<file path="src/rtl/au_gray_cnt.sv">
// au_gray_cnt -- registered binary-to-Gray up/down counter.
//
// Keeps a binary count and a Gray copy of it in flops that always update on
// the same edge, so the Gray bus changes one bit per count step and can be
// sampled safely from another clock domain (e.g. FIFO pointers).
//
// Parameters:
//   WIDTH    counter width (>= 2)
//   RST_VAL  binary value loaded by reset (0 .. 2**WIDTH-1)
//   WRAP     1: wrap modulo 2**WIDTH, 0: saturate at max (up) / 0 (down)
//
// Ports:
//   clk     rising-edge clock
//   rst     asynchronous reset, active-high
//   en      count enable
//   dir     0: count up, 1: count down
//   ld      synchronous load of ld_val (priority over en)
//   ld_val  binary load value
//   g       registered Gray count
//   b       registered binary count
//   tc      terminal count: b == max while counting up, b == 0 while down
//   hd_err  sticky single-step violation flag
//
// Build option:
//   AU_GRAY_CNT_CHECK_EN  when defined, a step checker drives hd_err;
//                         otherwise hd_err is tied to 0.
module au_gray_cnt #(
    parameter int              WIDTH   = 8,
    parameter longint unsigned RST_VAL = 0,
    parameter int              WRAP    = 1
) (
    input  logic             clk,
    input  logic             rst,
    input  logic             en,
    input  logic             dir,
    input  logic             ld,
    input  logic [WIDTH-1:0] ld_val,
    output logic [WIDTH-1:0] g,
    output logic [WIDTH-1:0] b,
    output logic             tc,
    output logic             hd_err
);

    // Parameter legality, evaluated at elaboration.
    if (WIDTH < 2) begin : g_bad_width
        $error("au_gray_cnt: WIDTH must be >= 2");
    end
    if ((RST_VAL >> WIDTH) != 0) begin : g_bad_rst_val
        $error("au_gray_cnt: RST_VAL does not fit in WIDTH bits");
    end
    if ((WRAP != 0) && (WRAP != 1)) begin : g_bad_wrap
        $error("au_gray_cnt: WRAP must be 0 or 1");
    end

    localparam logic [WIDTH-1:0] RST_B = WIDTH'(RST_VAL);
    localparam logic [WIDTH-1:0] MAX_B = '1;
    localparam logic [WIDTH-1:0] MIN_B = '0;
    localparam bit               SAT   = (WRAP == 0);

    function automatic logic [WIDTH-1:0] to_gray(input logic [WIDTH-1:0] v);
        return {v[WIDTH-1], v[WIDTH-1:1] ^ v[WIDTH-2:0]};
    endfunction

    logic [WIDTH-1:0] b_q, b_d;
    logic [WIDTH-1:0] g_q, g_d;

    always_comb begin
        b_d = b_q;
        if (ld) begin
            b_d = ld_val;
        end else if (en) begin
            if (!dir) begin
                if (!(SAT && (b_q == MAX_B))) begin
                    b_d = b_q + 1'b1;
                end
            end else begin
                if (!(SAT && (b_q == MIN_B))) begin
                    b_d = b_q - 1'b1;
                end
            end
        end
        // Gray is encoded from the next binary value so both flops change on
        // the same edge; nothing is decoded after the flops.
        g_d = to_gray(b_d);
    end

    always_ff @(posedge clk or posedge rst) begin
        if (rst) begin
            b_q <= RST_B;
            g_q <= to_gray(RST_B);
        end else begin
            b_q <= b_d;
            g_q <= g_d;
        end
    end

    assign b  = b_q;
    assign g  = g_q;
    // Only combinational output path: one flop compare plus the dir input.
    assign tc = dir ? (b_q == MIN_B) : (b_q == MAX_B);

`ifdef AU_GRAY_CNT_CHECK_EN
    logic [WIDTH-1:0] diff;
    logic             step_err;
    logic             hd_err_q, hd_err_d;

    // More than one bit set in diff <=> clearing the lowest set bit leaves
    // something behind.
    always_comb begin
        diff     = g_d ^ g_q;
        step_err = !ld && ((diff & (diff - 1'b1)) != '0);
        hd_err_d = hd_err_q | step_err;
    end

    always_ff @(posedge clk or posedge rst) begin
        if (rst) begin
            hd_err_q <= 1'b0;
        end else begin
            hd_err_q <= hd_err_d;
        end
    end

    assign hd_err = hd_err_q;
`else
    assign hd_err = 1'b0;
`endif

endmodule

</file>
<file path="config.mk">
export PLATFORM = sky130hd
export DESIGN_NAME = au_gray_cnt
export DESIGN_NICKNAME = d
export VERILOG_FILES = /design/src/rtl/au_gray_cnt.sv
export SDC_FILE = /design/constraint.sdc
export NUM_CORES = 1
export LEC_CHECK = 0
export ABC_AREA = 1
export BUFFER_PORTS_ARGS = -buffer_cell sky130_fd_sc_hd__buf_4
export CELL_PAD_IN_SITES_DETAIL_PLACEMENT = 1
export CELL_PAD_IN_SITES_GLOBAL_PLACEMENT = 2
export CORE_UTILIZATION = 31
export CTS_BUF_LIST = sky130_fd_sc_hd__clkbuf_4 sky130_fd_sc_hd__clkbuf_8
export CTS_CLUSTER_DIAMETER = 120
export CTS_CLUSTER_SIZE = 25
export DETAILED_ROUTE_END_ITERATION = 8
export HOLD_SLACK_MARGIN = 0.03
export PLACE_DENSITY_LB_ADDON = 0.1
export SYNTH_ARGS = -nofsm -noshare
export SYNTH_HDL_FRONTEND = slang
export SYNTH_SLANG_ARGS = --single-unit
</file>
<file path="constraint.sdc">
create_clock -name clk -period 3.5 [get_ports clk]
set_clock_uncertainty 0.15 [all_clocks]
set_input_delay 0.7 -clock clk [delete_from_list [all_inputs] [get_ports clk]]
set_output_delay 0.7 -clock clk [all_outputs]
set_load 0.005 [all_outputs]
</file>
# [Word level (Yosys, flattened, before mapping)]
# Cells that the tools add are included.
[totals] reg_bits=16 latch_bits=0 ramBits=0 rom_bits=0 in_bits=13 output_inout_bits=18 memories=0
[classes] add_sub_neg=2 mul=0 div=0 n_lt_le_gt_ge=0 n_eq_ne=1 n_shift=0 muxes=4 bitwise=1 reduce_logical=1
[op_table] op="$mux 8" count=3
[op_table] op="$add 8x1->8 const B" count=1
[op_table] op="$eq 8x8->1 const B" count=1
[op_table] op="$logic_not 8->1" count=1
[op_table] op="$sub 8x1->8 const B" count=1
[op_table] op="$xor 7x7->7" count=1
[op_table] op="$mux 1" count=1

# [Longest topological paths before layout]
[logic_depth] ltp_word=5 mapped_depth=11 depth_no_buf=11

# [Worst setup path after synthesis]
# No wires, ideal clock.
[synth_path] kind="input to register" start="input dir" end="register g_q[6] (netlist: g[6])" setup_ns=0.117 arrival_ns=1.677 required_ns=3.233 setup_slack_ns=1.555 stages=11 path_buffers=0 path_cell_list="fa_1 > nand2_1 > nand2_2 > nand3_2 > nand2_1 > nand2_1 > nand3_2 > nand2_1 > nand2_1 > nand3_1 > nand2_1"
[synth_via] elab_chain_len=4
[synth_rtl] element="from (decl)" line="35" rtl="input logic dir,"
[synth_rtl] element="$mux 8" line="72" rtl="if (!dir) begin"
[synth_rtl] element="$mux 8" line="71" rtl="end else if (en) begin"
[synth_rtl] element="$mux 8" line="69" rtl="if (ld) begin"
[synth_rtl] element="$xor 7x7->7" line="61" rtl="return {v[WIDTH-1], v[WIDTH-1:1] ^ v[WIDTH-2:0]};"
[synth_rtl] element="via g_d[6]" line="65" rtl="logic [WIDTH-1:0] g_q, g_d;"
[synth_rtl] element="to (signal assigned)" line="90" rtl="g_q <= to_gray(RST_B);"
[synth_rtl] element="to (signal assigned)" line="93" rtl="g_q <= g_d;"
[synth_rtl] element="to (decl)" line="65"
# The timed path passes the listed nets, and every way through them passes these cells.

# [Final worst setup path]
[layout_path] start="input dir" end="output tc"
[layout_via] elab_chain_len=1
[layout_rtl] element="$mux 1" line="100" rtl="assign tc = dir ? (b_q == MIN_B) : (b_q == MAX_B);"
[layout_rtl] element="to (decl)" line="40" rtl="output logic tc,"
# Every way passes these cells.

==> flow_metrics.tcl <==
set metrics [dict create \
    criticalPathCategory "input pin to primary output" \
    power.leakage_nw 0.746 \
    insertion_delay_ns 0.27 \
    cts_root_buffer "clkbuf_4" \
    cts_max_path_buffers 2 \
    worst_setup_path_start_kind "input pin" \
    grt_util_met3_pct 1.47 \
    die-height_um 61.6 \
    routedWlPerCell_um 12.5 \
    portBuffers 29 \
    ys_seq_elements 15 \
    syn_inst 152 \
    syn_area_per_cell_um2 7.25 \
    drv_cap 0 \
    multi_input_area_um2 613 \
    wl_um 2840 \
    initial_core_util_pct 32.8 \
    worst_path_max_delay_cell "a32o_1" \
    fmax_ghz 0.449 \
    cts_resized 0 \
    n_fill_cell 451 \
    clock_sinks 15 \
    netlist_area_um2 1100 \
    grt_usage_pct 17.0 \
    cp.required_ns 2.65 \
    dieArea_um2 3800 \
    drt-pass1-iter-count 4 \
    status "finished clean" \
    stdcell_count 227 \
    cts_buffers 3 \
    final_cell_mix "nand2_1, buf_4, inv_1" \
    hold_slack_ns 0.326 \
    ys_types 25 \
    ir_worst_vdd_mv 0.208 \
    synth_fp_nets 172 \
    cp_common_cell "buf_4" \
    rsz0062_at_grt "no" \
    startpoint "dir" \
    crit_arrival_ns 1.38 \
    grt_first_pass_wirelength_um 4800 \
    fin_crit_ns 2.23 \
    synth_top_area_cell "dfrtp_1" \
    setup.worst_path.end_class "primary output" \
    synth_area_leaders "dfrtp_1, nand2_1, inv_1" \
    cp_max_fo 9 \
    report.final.slew_viol_count 0 \
    grt_pass1_vias 1054 \
    synth_top_area_share_pct 34.1 \
    vias 1039 \
    maxSlewHeadroom_pct 61.7 \
    power.density_nw_per_um2 417 \
    dp_hpwl_um 2330 \
    place_congestion 0.739 \
    hold_viol 0 \
    cts_setup_buffers 0 \
    swShare_pct 36.8 \
    chipWidth_um 61.6 \
    vias_per_cell 4.58 \
    synthToLayoutAreaGrowth_pct 25.2 \
    design_area_um2 1380 \
    antenna_left 0 \
    cts.htree.levels 1 \
    grt_max_degree 16 \
    antenna_found_initial 0 \
    final-setup-viol-count 0 \
    yosysWarnings 0 \
    drcViolationCount 0 \
    top_usage_layer "met2" \
    drt-initial-drc-count 31 \
    r2r-start "b[0]" \
    dp.cells 223 \
    p_seq_share_pct 39.8 \
    p_int_mw 0.364 \
    design.core.area_um2 3360 \
    ys_seq_area_share_pct 34.1 \
    combinationalPowerShare_pct 42.1 \
    ctsHoldBuffers 0 \
    nets 202 \
    final_common_cell "nand2_1" \
    path_cells "buf_4, inv_1, nor2_1, a32o_1, buf_4" \
    clkTransAtPathRegs_ns 0.09 \
    grtUsageMet2_pct 27.8 \
    clockPowerShare_pct 18.1 \
    crit_path_max_incr_delay_ns 0.27 \
    grt_util_met1_pct 23.9 \
    io_pins 31 \
    drive_above_1_share_pct 26.0 \
    p_sw_mw 0.212 \
    std_cell_rows 21 \
    seqCellArea_um2 375 \
    overflow 0 \
    hp-class "input pin to async pin" \
    cts_tree "yes" \
    n_antenna_cell 0 \
    total_power_mw 0.575 \
    tns_ns 0 \
    dpl-instance-area_um2 1350 \
    min_period_over_period_pct 63.7 \
    worst_pin_slew_ns 0.573 \
]
cell usage after synthesis (all sizes together):
| cell type | count |
|---|---|
| nor2 | 13 |
| nand3 | 13 |
| dfrtp | 15 |
| nor3 | 1 |
| a21oi | 12 |
| or2 | 1 |
| nor4 | 1 |
| buf | 4 |
| ha | 6 |
| nand4 | 3 |
| a32o | 1 |
| o21ai | 6 |
| inv | 23 |
| conb | 1 |
| fa | 1 |
| xor2 | 2 |
| nand2 | 47 |
| xnor2 | 2 |
critical path: cells and delay by family:
kind | cells | cell delay [ns]
AND/OR/NAND/NOR | 1 | 0.05
buffers and inverters | 3 | 0.36
AO/OA/AOI/OAI | 1 | 0.27
metal layers:
| metal | vias to the layer above | share of wire [%] |
|---|---|---|
| met1 | 487 | 47 |
| met3 | 2 | 2.1 |
| li1 | 538 | - |
| met2 | 12 | 50 |
| met4 | 0 | 0.67 |
| met5 | - | 0 |
power by group through the flow:
stage          Sequential [mW]  Combinational [mW]  Clock [mW]
6_report                 0.229               0.242       0.104
5_1_grt                  0.234               0.277       0.115
4_1_cts                  0.230               0.247       0.108
3_5_place_dp             0.233               0.245           0
3_3_place_gp             0.232               0.240           0
2_1_floorplan            0.230               0.150           0
registers in the layout, indices dropped and copies added, names as in the netlist:
register,cells
b,8
g,7
area by class of cell:
| cell class | count | share of cell area (%) |
|---|---|---|
| multi-input combinational | 110 | 44.4 |
| tap | 46 | 4.17 |
| clock buffer | 4 | 2.18 |
| inverter | 23 | 6.26 |
| timing repair buffer | 29 | 15.8 |
| sequential | 15 | 27.2 |
final timing paths:
| kind | to | slack [ns] | depth (start not counted) |
|---|---|---|---|
| max | tc | 1.27 | 5 |
| min | g[1] | 0.33 | 2 |
| max reg2reg | g[6] | 1.50 | 10 |
| min reg2reg | b[5] | 0.60 | 2 |
| max in group asynchronous | b[5] | 2.50 | 2 |
| min in group clk | b[2] | 0.53 | 3 |
kinds of logic (layout without fill, tap and decap cells):
logic type | Yosys count | count (layout) | synth area share (%)
xor gates and xnor gates | 4 | 4 | 3.18
other | 1 | 1 | 0.340
and+or+nand+nor | 79 | 79 | 31.7
adders and majority gates | 7 | 7 | 8.63
buffers and inverters | 27 | 56 | 10.3
AOI/OAI and AO/OA | 19 | 19 | 11.8
DFF | 15 | 15 | 34.1
stage by stage:
step	worst slack (ns)	util [%]
global route	1.16	41.0
detailed placement	1.16	40.1
CTS	1.26	41.0
finish	1.27	41.0
global placement	1.17	40.1
floorplan	1.56	-
Power figures use the tool's default switching activity.
